[src/rtl/ftdi_tx_arb_pkg.sv]
// Shared types for the FTDI TX frame arbiter.
// Header layout: {magic nibble, channel index}.
package ftdi_tx_arb_pkg;

  localparam logic [3:0] HDR_MAGIC_DEF = 4'hA;

  typedef enum logic [1:0] {
    IDLE,
    HDR,
    LEN_UNUSED,
    DATA
  } tx_arb_state_t;

  typedef logic [7:0] byte_t;

  function automatic byte_t hdr_byte(
    input logic [3:0] magic,
    input logic [3:0] idx
  );
    return {magic, idx};
  endfunction

endpackage

[src/rtl/ftdi_tx_arb_if.sv]
// Requester-side and ftdi_if-side handshakes of the TX arbiter.
// master = arbiter, slave = requesters plus ftdi_if.
interface ftdi_tx_arb_if
  import ftdi_tx_arb_pkg::*;
#(
  parameter int NCH = 4
);

  logic [NCH-1:0]   ch_req;
  logic [NCH*8-1:0] ch_len;
  logic [NCH*8-1:0] ch_din;
  logic [NCH-1:0]   ch_dv;
  logic [NCH-1:0]   ch_rdy;
  logic [NCH-1:0]   ch_gnt;
  byte_t            tx_din;
  logic             tx_dv_in;
  logic             tx_rdy;

  modport master (
    input  ch_req, ch_len, ch_din, ch_dv,
    input  tx_rdy,
    output ch_rdy, ch_gnt,
    output tx_din, tx_dv_in
  );

  modport slave (
    output ch_req, ch_len, ch_din, ch_dv,
    output tx_rdy,
    input  ch_rdy, ch_gnt,
    input  tx_din, tx_dv_in
  );

endinterface

[src/rtl/ftdi_tx_arb_rr_pick.sv]
// Combinational round-robin picker: first request at or
// after ptr, searching cyclically.
module rr_pick #(
  parameter  int N  = 4,
  localparam int IW = (N > 1) ? $clog2(N) : 1
) (
  input  logic [N-1:0]  req,
  input  logic [IW-1:0] ptr,
  output logic [N-1:0]  gnt_onehot,
  output logic [IW-1:0] gnt_idx,
  output logic          any
);

  logic [IW:0] s;
  logic        found;

  assign any = |req;

  // Walk N slots from ptr, wrapping once; keep the first hit.
  always_comb begin
    gnt_onehot = '0;
    gnt_idx    = '0;
    found      = 1'b0;
    s          = '0;
    for (int k = 0; k < N; k++) begin
      s = {1'b0, ptr} + (IW+1)'(k);
      if (s >= (IW+1)'(N)) s = s - (IW+1)'(N);
      if (!found && req[s[IW-1:0]]) begin
        found                    = 1'b1;
        gnt_idx                  = s[IW-1:0];
        gnt_onehot[s[IW-1:0]]    = 1'b1;
      end
    end
  end

endmodule

[src/rtl/ftdi_tx_arb.sv]
// Round-robin frame scheduler onto the single ftdi_if TX byte channel.
// Frame = header, length-1 byte, then the payload bytes, never interleaved.
module ftdi_tx_arb
  import ftdi_tx_arb_pkg::*;
#(
  parameter int         NCH       = 4,
  parameter logic [3:0] HDR_MAGIC = HDR_MAGIC_DEF
) (
  input  logic          clk,
  input  logic          rst_n,
  ftdi_tx_arb_if.master bus,
  output logic          busy,
  output logic [15:0]   frame_cnt
);

  localparam int IW = (NCH > 1) ? $clog2(NCH) : 1;

  tx_arb_state_t  state_q;
  logic [IW-1:0]  g_q;
  logic [IW-1:0]  rr_ptr_q;
  byte_t          rem_q;
  byte_t          tx_din_q;
  logic           tx_dv_q;
  logic [NCH-1:0] gnt_q;
  logic [15:0]    frame_cnt_q;

  logic [NCH-1:0] pick_oh;
  logic [IW-1:0]  pick_idx;
  logic           pick_any;
  logic [IW-1:0]  rr_ptr_d;
  logic           can_load;
  logic           src_fire;
  logic [NCH-1:0] rdy_c;
  byte_t          len_a [NCH];
  byte_t          din_a [NCH];

  for (genvar i = 0; i < NCH; i++) begin : g_unpack
    assign len_a[i] = bus.ch_len[i*8 +: 8];
    assign din_a[i] = bus.ch_din[i*8 +: 8];
  end

  rr_pick #(
    .N (NCH)
  ) u_pick (
    .req        (bus.ch_req),
    .ptr        (rr_ptr_q),
    .gnt_onehot (pick_oh),
    .gnt_idx    (pick_idx),
    .any        (pick_any)
  );

  // Output register can take a byte when empty or draining now.
  assign can_load = !tx_dv_q || bus.tx_rdy;
  assign src_fire = (state_q == DATA) && bus.ch_dv[g_q] && can_load;
  assign rr_ptr_d = (pick_idx == IW'(NCH - 1)) ? '0
                  : pick_idx + 1'b1;

  // Only the granted channel may push payload, and only when it fits.
  always_comb begin
    rdy_c = '0;
    if (state_q == DATA && can_load) rdy_c[g_q] = 1'b1;
  end

  assign bus.ch_rdy   = rdy_c;
  assign bus.ch_gnt   = gnt_q;
  assign bus.tx_din   = tx_din_q;
  assign bus.tx_dv_in = tx_dv_q;
  assign busy         = (state_q != IDLE) || tx_dv_q;
  assign frame_cnt    = frame_cnt_q;

  // Frame FSM with the output byte register and frame counter.
  always_ff @(posedge clk or negedge rst_n) begin
    if (!rst_n) begin
      state_q     <= IDLE;
      g_q         <= '0;
      rr_ptr_q    <= '0;
      rem_q       <= '0;
      tx_din_q    <= '0;
      tx_dv_q     <= 1'b0;
      gnt_q       <= '0;
      frame_cnt_q <= '0;
    end else begin
      gnt_q <= '0;
      if (tx_dv_q && bus.tx_rdy) tx_dv_q <= 1'b0;
      unique case (state_q)
        IDLE: begin
          if (pick_any && can_load) begin
            g_q      <= pick_idx;
            rem_q    <= len_a[pick_idx];
            tx_din_q <= hdr_byte(HDR_MAGIC, 4'(pick_idx));
            tx_dv_q  <= 1'b1;
            gnt_q    <= pick_oh;
            rr_ptr_q <= rr_ptr_d;
            state_q  <= HDR;
          end
        end
        HDR: begin
          if (can_load) begin
            tx_din_q <= rem_q;
            tx_dv_q  <= 1'b1;
            state_q  <= DATA;
          end
        end
        DATA: begin
          if (src_fire) begin
            tx_din_q <= din_a[g_q];
            tx_dv_q  <= 1'b1;
            if (rem_q == 8'd0) begin
              state_q     <= IDLE;
              frame_cnt_q <= frame_cnt_q + 16'd1;
            end else begin
              rem_q <= rem_q - 8'd1;
            end
          end
        end
        default: state_q <= IDLE;
      endcase
    end
  end

endmodule

[src/flat_wrapper.sv]
// flat-port wrapper written by rule: the top's interface ports become plain ports
module ftdi_tx_arb_flat import ftdi_tx_arb_pkg::*;
#(
  parameter int         NCH       = 4,
  parameter logic [3:0] HDR_MAGIC = HDR_MAGIC_DEF
)
  (clk, rst_n, busy, frame_cnt, bus_ch_req, bus_ch_len, bus_ch_din, bus_ch_dv, bus_tx_rdy, bus_ch_rdy, bus_ch_gnt, bus_tx_din, bus_tx_dv_in);
  ftdi_tx_arb_if #(.NCH(NCH)) bus_i ();
  input  logic clk;
  input  logic rst_n;
  output logic busy;
  output logic [15:0] frame_cnt;
  input wire logic [$bits(bus_i.ch_req)-1:0] bus_ch_req;
  input wire logic [$bits(bus_i.ch_len)-1:0] bus_ch_len;
  input wire logic [$bits(bus_i.ch_din)-1:0] bus_ch_din;
  input wire logic [$bits(bus_i.ch_dv)-1:0] bus_ch_dv;
  input wire logic [$bits(bus_i.tx_rdy)-1:0] bus_tx_rdy;
  output wire logic [$bits(bus_i.ch_rdy)-1:0] bus_ch_rdy;
  output wire logic [$bits(bus_i.ch_gnt)-1:0] bus_ch_gnt;
  output wire logic [$bits(bus_i.tx_din)-1:0] bus_tx_din;
  output wire logic [$bits(bus_i.tx_dv_in)-1:0] bus_tx_dv_in;
  assign bus_i.ch_req = bus_ch_req;
  assign bus_i.ch_len = bus_ch_len;
  assign bus_i.ch_din = bus_ch_din;
  assign bus_i.ch_dv = bus_ch_dv;
  assign bus_i.tx_rdy = bus_tx_rdy;
  assign bus_ch_rdy = bus_i.ch_rdy;
  assign bus_ch_gnt = bus_i.ch_gnt;
  assign bus_tx_din = bus_i.tx_din;
  assign bus_tx_dv_in = bus_i.tx_dv_in;
  ftdi_tx_arb #(.NCH(NCH), .HDR_MAGIC(HDR_MAGIC)) u_core (.clk(clk), .rst_n(rst_n), .bus(bus_i), .busy(busy), .frame_cnt(frame_cnt));
endmodule
[config.mk]
export PLATFORM = sky130hd
export DESIGN_NAME = ftdi_tx_arb_flat
export DESIGN_NICKNAME = d
export VERILOG_FILES = /design/src/rtl/ftdi_tx_arb_pkg.sv /design/src/rtl/ftdi_tx_arb_if.sv /design/src/rtl/ftdi_tx_arb_rr_pick.sv /design/src/rtl/ftdi_tx_arb.sv /design/src/flat_wrapper.sv
export SDC_FILE = /design/constraint.sdc
export NUM_CORES = 1
export LEC_CHECK = 0
export BUFFER_PORTS_ARGS = -buffer_cell sky130_fd_sc_hd__buf_2
export CAP_MARGIN = 30
export CORE_UTILIZATION = 50
export DETAILED_ROUTE_END_ITERATION = 8
export PLACE_DENSITY_LB_ADDON = 0.2
export SYNTH_ARGS = -nofsm -noshare
export SYNTH_HDL_FRONTEND = slang
export SYNTH_SLANG_ARGS = --single-unit
export TNS_END_PERCENT = 100
[constraint.sdc]
create_clock -name clk -period 3.9 [get_ports clk]
set_input_delay 0.39 -clock clk [delete_from_list [all_inputs] [get_ports clk]]
set_output_delay 0.39 -clock clk [all_outputs]
set_load 0.05 [all_outputs]
Word level (Yosys, flattened, before mapping)
Index checks and enable logic that the tools add are counted.
{"block": "op_classes", "add_sub_neg": 10, "n_eq_ne": 8, "order_cmp": 16, "mul": 0, "mux": 63, "div": 0, "n_reduce_logical": 30, "n_shift": 0, "bitwise_logic": 5}
{"operator": "$mux W8", "n": 10}
{"operator": "$bmux W8 S2", "n": 2}
{"operator": "$mux W4", "n": 7}
{"operator": "$mux W2", "n": 13}
{"operator": "$pmux W8 S3", "n": 1}
{"operator": "$mux W1", "n": 17}
{"operator": "$add A16 B1 Y16 const B", "n": 1}
{"operator": "$pmux W8 S2", "n": 1}
{"operator": "$ge A3 B3 Y1 const B", "n": 5}
{"operator": "$lt A2 B3 Y1 const B", "n": 5}
{"operator": "$logic_and A1 B1 Y1", "n": 13}
{"operator": "$or A4 B4 Y4", "n": 3}
{"operator": "$reduce_and A4 Y1", "n": 3}
{"operator": "$bmux W1 S2", "n": 5}
{"operator": "$demux W1 S2", "n": 5}
{"operator": "$ge A2 B1 Y1 const B", "n": 5}
{"operator": "$logic_not A8 Y1", "n": 1}
{"operator": "$sub A2 B1 Y2 const B", "n": 4}
{"operator": "$sub A8 B1 Y8 const B", "n": 1}
{"operator": "$add A2 B2 Y3 const B", "n": 2}
{"operator": "$ne A2 B1 Y1 const B", "n": 3}
{"operator": "$not A2 Y3", "n": 2}
{"operator": "$pmux W2 S3", "n": 1}
{"operator": "$eq A2 B2 Y1 const B", "n": 2}
{"operator": "14 further kinds", "n": 20}
{"block": "word_totals", "latchBits": 0, "word_cells": 140, "regBits": 43, "rom_bits": 0, "mem_count": 0, "ramBits": 0}

Longest topological paths before layout
Gate-level depths: netlist of run 1.
{"block": "logic_depth", "word_depth": 20, "ltp_mapped": 11, "mapped_depth_nobuf": 9}

By module
From an unflattened synthesis of run 1, not the netlist that was laid out.
{"block": "hier_totals", "cells_unflattened": 289, "hier_area_um2": 3054.2}
{"module": "ftdi_tx_arb", "cells_per_inst": 240, "area_each_um2": 2642.5, "instances": 1}
{"module": "rr_pick", "cells_per_inst": 49, "area_each_um2": 411.6, "instances": 1}

Least setup slack after synthesis of run 1
Ideal clock, no wire load.
{"block": "synth_path", "path_kind": "reg2reg", "from": "reg u_core.rr_ptr_q[0]", "to": "reg u_core.rr_ptr_q[1]", "setup_slack_ns": 0.701, "synth_period_minus_slack_ns": 3.199, "t_required_ns": 3.771, "n_path_buf": 2, "stages_incl_launch_ff": 12, "arrival_ns": 3.071, "cell_sequence": "dfrtp_1 > buf_6 > clkbuf_1 > inv_1 > ha_1 > mux4_2 > nor4b_4 > and2_2 > nor2_1 > ha_1 > nand2_1 > o21ai_0"}
{"block": "synth_via", "elab_chain_len": 16}
{"item": "from (decl)", "line": "ftdi_tx_arb.sv:20", "rtl": "logic [IW-1:0] rr_ptr_q;"}
{"item": "from (signal assigned)", "line": "ftdi_tx_arb.sv:93", "rtl": "rr_ptr_q <= rr_ptr_d;"}
{"item": "parallel branches: the longest is 13 deep, another holds $add A2 B1 Y3"}
{"item": "$mux W2 (*)", "line": "ftdi_tx_arb_rr_pick.sv:28", "rtl": "if (!found && req[s[IW-1:0]]) begin"}
{"item": "via u_core.pick_idx[1]", "line": "ftdi_tx_arb.sv:28", "rtl": "logic [IW-1:0] pick_idx;"}
{"item": "$add A2 B1 Y2 or $eq A2 B2 Y1 (tied branches)", "line": "ftdi_tx_arb.sv:56, ftdi_tx_arb.sv:55"}
{"item": "$mux W2 (*)", "line": "ftdi_tx_arb.sv:55", "rtl": "assign rr_ptr_d = (pick_idx == IW'(NCH - 1)) ? '0"}
{"item": "via u_core.rr_ptr_d[1]", "line": "ftdi_tx_arb.sv:30", "rtl": "logic [IW-1:0] rr_ptr_d;"}
Mark *: on every way through the listed nets, which the timed path passes. The select of a mux whose other input is x is not followed.
A chain may end at the register's enable or synchronous reset.

Final worst setup path of run 1
{"block": "layout_path", "from": "reg u_core.rr_ptr_q[1]", "to": "reg u_core.rem_q[5]"}
{"block": "layout_via", "elab_chain_len": 20}
{"item": "parallel branches: the longest is 13 deep, another holds $add A2 B1 Y3"}
{"item": "$mux W2 (*)", "line": "ftdi_tx_arb_rr_pick.sv:28"}
{"item": "$not A2 Y3 (implied by the code) (*)", "line": "ftdi_tx_arb.sv:89", "rtl": "rem_q <= len_a[pick_idx];"}
{"item": "$bmux W8 S2 (*)", "line": "ftdi_tx_arb.sv:89"}
{"item": "$mux W8 (implied by the code) (*) (2 in a row)", "line": "ftdi_tx_arb.sv:89"}
{"item": "$mux W8 (*)", "line": "ftdi_tx_arb.sv:87", "rtl": "if (pick_any && can_load) begin"}
{"item": "$pmux W8 S2 (*)", "line": "ftdi_tx_arb.sv:85", "rtl": "unique case (state_q)"}
{"item": "to (signal assigned)", "line": "ftdi_tx_arb.sv:89"}
{"item": "to (signal assigned)", "line": "ftdi_tx_arb.sv:112", "rtl": "rem_q <= rem_q - 8'd1;"}
{"item": "to (decl)", "line": "ftdi_tx_arb.sv:21", "rtl": "byte_t rem_q;"}
Every way passes the cells marked *. The select of a mux whose other input is x is not followed.

==> results of run 1 <==
==> per-layer routing <==
| layer | routed length, um | part of all wire [%] | track usage [%] | up-vias |
|---|---|---|---|---|
| met5 | 0 | 0 | 0 | - |
| met4 | 172 | 2.1 | 8.934 | 0 |
| met3 | 453 | 5.6 | 2.783 | 17 |
| met2 | 3856 | 48 | 36.07 | 122 |
| met1 | 3623 | 45 | 34.16 | 1481 |
| li1 | - | - | - | 1473 |
==> kinds of logic (layout without fill, tap and decap cells) <==
kind of cell,count (synthesis),after routing
buf+inv,35,133
mux,38,38
simple gates,128,128
flops,43,43
fa+ha+maj,11,11
xor+xnor,15,15
compound gates,74,74
==> layout make-up <==
| cell class | instances | area, um^2 | share of cell area [%] |
|---|---|---|---|
| clock buffer | 6 | 72.57 | 1.822 |
| clock inverter | 2 | 60.06 | 1.508 |
| inverter | 14 | 52.55 | 1.319 |
| multi-input combinational | 266 | 2048 | 51.41 |
| sequential | 43 | 1076 | 27.01 |
| tap | 77 | 96.34 | 2.418 |
| timing repair buffer | 111 | 578.1 | 14.51 |
==> power by group through the flow <==
stage / clock, mW / sequential, mW / combinational, mW
after floorplan: 0 / 0.867 / 1.14
after global routing: 0.428 / 0.814 / 1.70
after CTS: 0.415 / 0.783 / 1.56
after global placement: 0 / 0.789 / 1.53
after detailed placement: 0 / 0.792 / 1.55
final: 0.408 / 0.789 / 1.57
==> registers in the layout, summed over array words and instances (netlist names) <==
| register | flops |
|---|---|
| u_core.bus.ch_gnt | 4 |
| u_core.g_q | 2 |
| u_core.rem_q | 8 |
| u_core.bus.tx_dv_in | 1 |
| u_core.state_q | 2 |
| u_core.bus.tx_din | 8 |
| u_core.rr_ptr_q | 2 |
| u_core.frame_cnt | 16 |
==> cells in the final DEF (no fill, tap or decap), types with 2 or more instances in the layout <==
cell type  netlist  routed
a21oi_1          6       6
a22oi_1          7       7
a221oi_1         4       4
nand3b_1         3       3
xnor2_1          9       9
or3_1            6       6
nor3_1           4       4
and2_1           5       5
dfrtp_1         43      43
or4_1            2       2
o31ai_1          3       3
nand4_1          2       2
mux2i_1         19      19
nand2_1         32      32
nor2_1          24      24
a211oi_1         2       2
bufinv_16        0       2
nand3_1         24      24
o211a_1          3       3
nand2b_1         2       2
a31oi_1          6       6
buf_2            5     108
o22ai_1          3       3
inv_1           14      14
o211ai_1         8       8
ha_1            11      11
nor2b_1          3       3
and4_1           3       3
mux4_2          12      12
and3_1           5       5
xor2_1           6       6
mux2_2           6       6
o21ai_0         16      16
clkbuf_8         0       5
==> worst register-to-register path, delay by kind of cell (launching register included) <==
kind / cells / cell delay (ns)
AOI/OAI and AO/OA: 3 / 0.47
muxes: 1 / 0.66
adders and majority gates: 1 / 0.43
and+or+nand+nor: 2 / 0.85
DFF: 1 / 0.60
buffers and inverters: 1 / 0.20
==> through the flow <==
step / power, mW / util (%) / instance area, um^2 / hold slack, ns / cells
floorplan: 2.010 / - / 3281 / 0.09441 / 344
global placement: 2.320 / 60.18 / 3821 / 0.4584 / 509
detailed placement: 2.341 / 60.18 / 3821 / 0.4642 / 509
CTS: 2.759 / 62.27 / 3954 / 0.2612 / 517
global route: 2.947 / 62.74 / 3984 / 0.4131 / 519
finish: 2.765 / 62.74 / 3984 / 0.4020 / 519
==> how the worst max path moves through the flow <==
stage	endpoint	slack (ns)	depth (start not counted)	start
global placement	u_core.rem_q[5]	0.72	8	u_core.rr_ptr_q[1]
global route	u_core.rem_q[5]	0.37	8	u_core.rr_ptr_q[1]
detailed placement	u_core.rem_q[5]	0.63	8	u_core.rr_ptr_q[1]
CTS	u_core.rem_q[5]	0.59	8	u_core.rr_ptr_q[1]
finish	u_core.rem_q[5]	0.57	8	u_core.rr_ptr_q[1]
floorplan	u_core.rr_ptr_q[1]	0.70	11	u_core.rr_ptr_q[0]
==> repair_timing <==
item,in CTS,in global routing
hold buffers,0,1
gates resized for setup,0,0
endpoints found under the hold margin,0,2
==> impl_metrics.csv, run 1 <==
group,metric,value,unit
synthesis,synth_top_family_by_area,"simple AND/OR/NAND/NOR gates",
sta,slew_headroom,39.55,%
placement,io_buffers,108,
critical_path,r2r-end,"u_core.rem_q[5]",
synthesis,synth_top_area_cell,"dfrtp_1",
global_route,grt.overflow.total,0,
synthesis,yosys.area_share.adder,4.195,%
synthesis,yosysTopAreaCellShare,32.80,%
synthesis,synth_compound_area_share,16.32,%
placement,routabilityCongestion,0.8365,
clock_network,clk_latency,0.30,ns
routing,drt_iter0_drc,272,
global_route,gr-usage-all-layers,23.51,%
synthesis,synth_area,3281,um^2
routing,drc_errors,0,
synthesis,synth-main-ff-cell,"dfrtp_1",
clock_network,cts_root_buf,"clkbuf_8",
placement,hpwl,6.049,mm
floorplan,boundaryPins,109,
synthesis,synthMuxAreaShare,16.90,%
synthesis,synth-simple-area-share,21.01,%
synthesis,synth-edff-count,0,
cells_and_area,fillers,545,
floorplan,start_util,51.67,%
global_route,grt_antenna_before_repair,0,
sta,fmaxAchievable,0.3006,GHz
sta,rsz0062_at_grt,"false",
sta,layout_min_cycle_time,3.326,ns
power,power_switching_share,47.66,%
sta,post-route-period-util,85.29,%
critical_path,arrival,3.51,ns
floorplan,core-area,6350,um^2
power,switchingPower,1.318,mW
global_route,grt_first_pass_wirelength,13.32,mm
clock_network,clock_sinks,43,
synthesis,syn_nets,430,
clock_network,cts_tree,"yes",
min_path,holdPathEnd,"u_core.rem_q[3]",
power,seq_power_share,28.5,%
cells_and_area,area_delta_synth_final,21.43,%
synthesis,synth_seq_cells,43,
routing,wl_per_cell,15.61,um
cells_and_area,num_antenna_cells,0,
critical_path,cp_cell_sequence,"inv_1 -> ha_1 -> mux4_2 -> nor4b_4 -> a2111oi_2 -> nor3_4 -> a21boi_1 -> a211oi_2",
sta,finClkSkew,0.007268,ns
critical_path,crit_family,"simple AND/OR/NAND/NOR gates",
power,intPower,1.447,mW
min_path,holdPathStages,3,
synthesis,synthTopCellsByArea,"dfrtp_1 33%, mux4_2 8.2%, mux2i_1 5.8%, ha_1 4.2%, nand3_1 3.7%",
synthesis,synth.most_common_cell,"dfrtp_1",
critical_path,endpoint_kind,"register",
critical_path,critical_path.max_fanout,13,
critical_path,start_kind,"register",
synthesis,ys_async_sr_fraction,100.0,%
sta,layout_setup_ws,0.5738,ns
global_route,grt_pass1_vias,2774,
routing,drt-total-wl,8.104,mm
min_path,min_from,"bus_ch_len[3]",
floorplan,rows,29,
synthesis,synth-xor-area-share,4.005,%
sta,finalHoldViolations,0,
sta,slew_violations,0,
floorplan,dieArea,6889,um^2
synthesis,yosys_warnings,0,
power,power_leakage,1.893,nW
outcome,status,"finished, final reports clean",
sta,tightestPinTransition,0.9008,ns
clock_network,cts.htree.levels,2,
routing,vias,3093,
power,powerDensity,694.1,nW/um^2
sta,setup_viol,0,
clock_network,clk_pin_slew,0.08,ns
power,p_clk_share,14.8,%
critical_path,crit_path_max_incr_delay,0.66,ns
synthesis,synth_cell_types,66,
critical_path,crit_buf_inv,1,
synthesis,syn_area_per_cell,9.537,um^2
cells_and_area,fin_nets,527,
synthesis,yosys-top-cells-count,"43 x dfrtp_1, 32 x nand2_1, 24 x nand3_1, 24 x nor2_1, 19 x mux2i_1",
critical_path,cp.required,4.09,ns
sta,fin_setup_tns,0,ns
critical_path,reg2reg_slack,0.57,ns
critical_path,reg2reg_from,"u_core.rr_ptr_q[1]",
floorplan,die_h,83,um
power,pwr-share-comb,56.7,%
routing,ant_nets,0,
routing,drt_first_pass_iters,5,
clock_network,cts_setup_buffers,0,
synthesis,seq_area_frac_synth,32.80,%
critical_path,worst-r2r-cell-count,8,
min_path,hp-class,"primary input to register",
synthesis,postSynthCellCount,344,
cells_and_area,layout-drive-gt1-share,34.16,%
global_route,grt_max_degree,44,
power,vdd_drop_max,505.9,uV
run,maxCapViolCount,0,
clock_network,numCtsBuffers,5,
critical_path,worstSetupPathType,"register to register",
clock_network,clockBufferDepth,2,
floorplan,die_x,83,um
critical_path,cpMaxStageDelayCell,"mux4_2",
placement,pre_cts_ws,0.6309,ns
routing,viasPerCell,5.960,
Note: power is estimated with default switching activity, not from simulation.
==> run 2: changes to the inputs <==
Settings changed: CTS_CLUSTER_DIAMETER set to 60.
Clock period 3.9 ns to 3.3 ns, I/O delays scaled along.
==> impl_metrics.csv, run 2 (synthesized netlist as in run 1, its figures left out) <==
group,metric,value,unit
critical_path,critical_path.max_fanout,39,
critical_path,start_kind,"register",
critical_path,cp.required,3.48,ns
clock_network,clk_pin_slew,0.08,ns
sta,rsz0062_at_grt,"false",
global_route,met1_usage,33.68,%
floorplan,die_x,83,um
cells_and_area,layout-drive-gt1-share,35.20,%
floorplan,rows,29,
sta,fin_setup_tns,0,ns
global_route,gr-usage-all-layers,24.17,%
power,powerDensity,820.8,nW/um^2
routing,drt-total-wl,8.344,mm
sta,tightestPinTransition,0.8860,ns
outcome,status,"finished, final reports clean",
sta,post-route-period-util,86.92,%
sta,fmaxAchievable,0.3486,GHz
critical_path,endpoint_kind,"register",
sta,finClkSkew,0.007580,ns
run,maxCapViolCount,0,
min_path,hp-class,"primary input to async pin",
clock_network,cts_hold_buf,0,
clock_network,cts_root_buf,"clkbuf_8",
sta,slew_violations,0,
clock_network,clock_sinks,43,
global_route,grt_use_met2,40.09,%
sta,setup_viol,0,
floorplan,die_h,83,um
global_route,grt_first_pass_wirelength,13.54,mm
clock_network,cts_setup_buffers,0,
placement,hpwl,6.436,mm
critical_path,reg2reg_slack,0.43,ns
global_route,gr-usage-met3,3.777,%
clock_network,clockBufferDepth,2,
global_route,grt_antenna_before_repair,0,
routing,drt_iter0_drc,236,
floorplan,core-area,6350,um^2
critical_path,worstSetupPathType,"register to register",
clock_network,cts.htree.levels,2,
cells_and_area,num_antenna_cells,0,
clock_network,clk_latency,0.30,ns
routing,drt_first_pass_iters,6,
placement,routabilityCongestion,0.8788,
routing,wl_per_cell,15.95,um
sta,layout_min_cycle_time,2.868,ns
routing,viasPerCell,5.872,
cells_and_area,layout_common_cells,"108 x buf_2, 43 x dfrtp_1, 32 x nand2_1",
clock_network,cts_tree,"yes",
cells_and_area,area_delta_synth_final,22.62,%
cells_and_area,final_common_cell,"buf_2",
global_route,grt-busiest-layer,"met2",
critical_path,arrival,3.05,ns
cells_and_area,final_cells,523,
routing,vias,3071,
placement,io_buffers,108,
global_route,grt_pass1_vias,2844,
routing,drc_errors,0,
global_route,grt.overflow.total,0,
clock_network,numCtsBuffers,5,
placement,place_inst,515,
cells_and_area,largest_reg_flops,16,
cells_and_area,fin_nets,531,
sta,slew_headroom,40.54,%
routing,ant_nets,0,
sta,finalHoldViolations,0,
clock_network,cts_resized,0,
floorplan,boundaryPins,109,
power,vdd_drop_max,598.0,uV
floorplan,start_util,51.67,%
power,power_leakage,1.916,nW
global_route,grt_max_degree,40,
floorplan,dieArea,6889,um^2
==> run 2: cell types whose count changed in the layout (fill, tap and decap cells not counted) <==
cell,before,now
buf_4,1,6
buf_12,1,0
buf_16,0,1
clkbuf_1,1,0
clkinvlp_4,0,1
dlygate4sd3_1,1,0
==> run 2: area by class of cell <==
cell class,count,area (um^2)
fillers,549,2327
multi-input cells,266,2048
flip-flops and latches,43,1076
repair buffers,115,613.1
well taps,77,96.34
clock buffers,5,68.82
clock inverters,3,67.56
inverters,14,52.55
==> run 2: critical path, cell delays in order, from the launching register on <==
cell and delay [ns]:
dfrtp_1 0.35, buf_4 0.40, mux4_2 0.76, nor3_2 0.46, mux2_2 0.40, a221oi_2 0.31, a211oi_2 0.06
==> run 2: where the power goes <==
group          switching, mW  total [mW]  leakage, nW  internal (mW)
registers              0.188       0.863        0.547          0.675
clock network          0.186       0.488       0.0644          0.302
logic                   1.18        1.95         1.30          0.766
total                   1.56        3.30         1.92           1.74
==> run 2: path summary, 6_finish.rpt <==
kind / to / cells past startpoint / startpoint
hold / removal: u_core.bus.tx_din[5] / 1 / rst_n
setup reg to reg: u_core.rem_q[5] / 6 / u_core.rr_ptr_q[0]
setup / recovery: u_core.rem_q[5] / 6 / u_core.rr_ptr_q[0]
max in group asynchronous: u_core.rem_q[2] / 2 / rst_n
hold reg to reg: u_core.frame_cnt[15] / 1 / u_core.frame_cnt[15]
min in group clk: u_core.rem_q[3] / 3 / bus_ch_len[3]
==> run 2: per-stage QoR <==
step | worst slack, ns | util (%) | area [um^2] | power, mW | hold WS (ns)
5_1_grt | 0.2697 | 63.35 | 4023 | 3.528 | 0.05759
3_3_place_gp | 0.5376 | 60.77 | 3859 | 2.774 | 0.4578
4_1_cts | 0.4490 | 63.35 | 4023 | 3.298 | 0.03117
3_5_place_dp | 0.4603 | 61.20 | 3886 | 2.804 | 0.3590
2_1_floorplan | 0.1005 | - | 3281 | 2.376 | 0.03441
6_report | 0.4316 | 63.35 | 4023 | 3.302 | 0.02455
==> run 2: metal layers <==
metal	wire, um	up-vias	part of all wire (%)
met3	430	9	5.2
li1	-	1482	-
met5	0	-	0
met1	3788	1465	45
met2	4056	115	49
met4	68	0	0.81
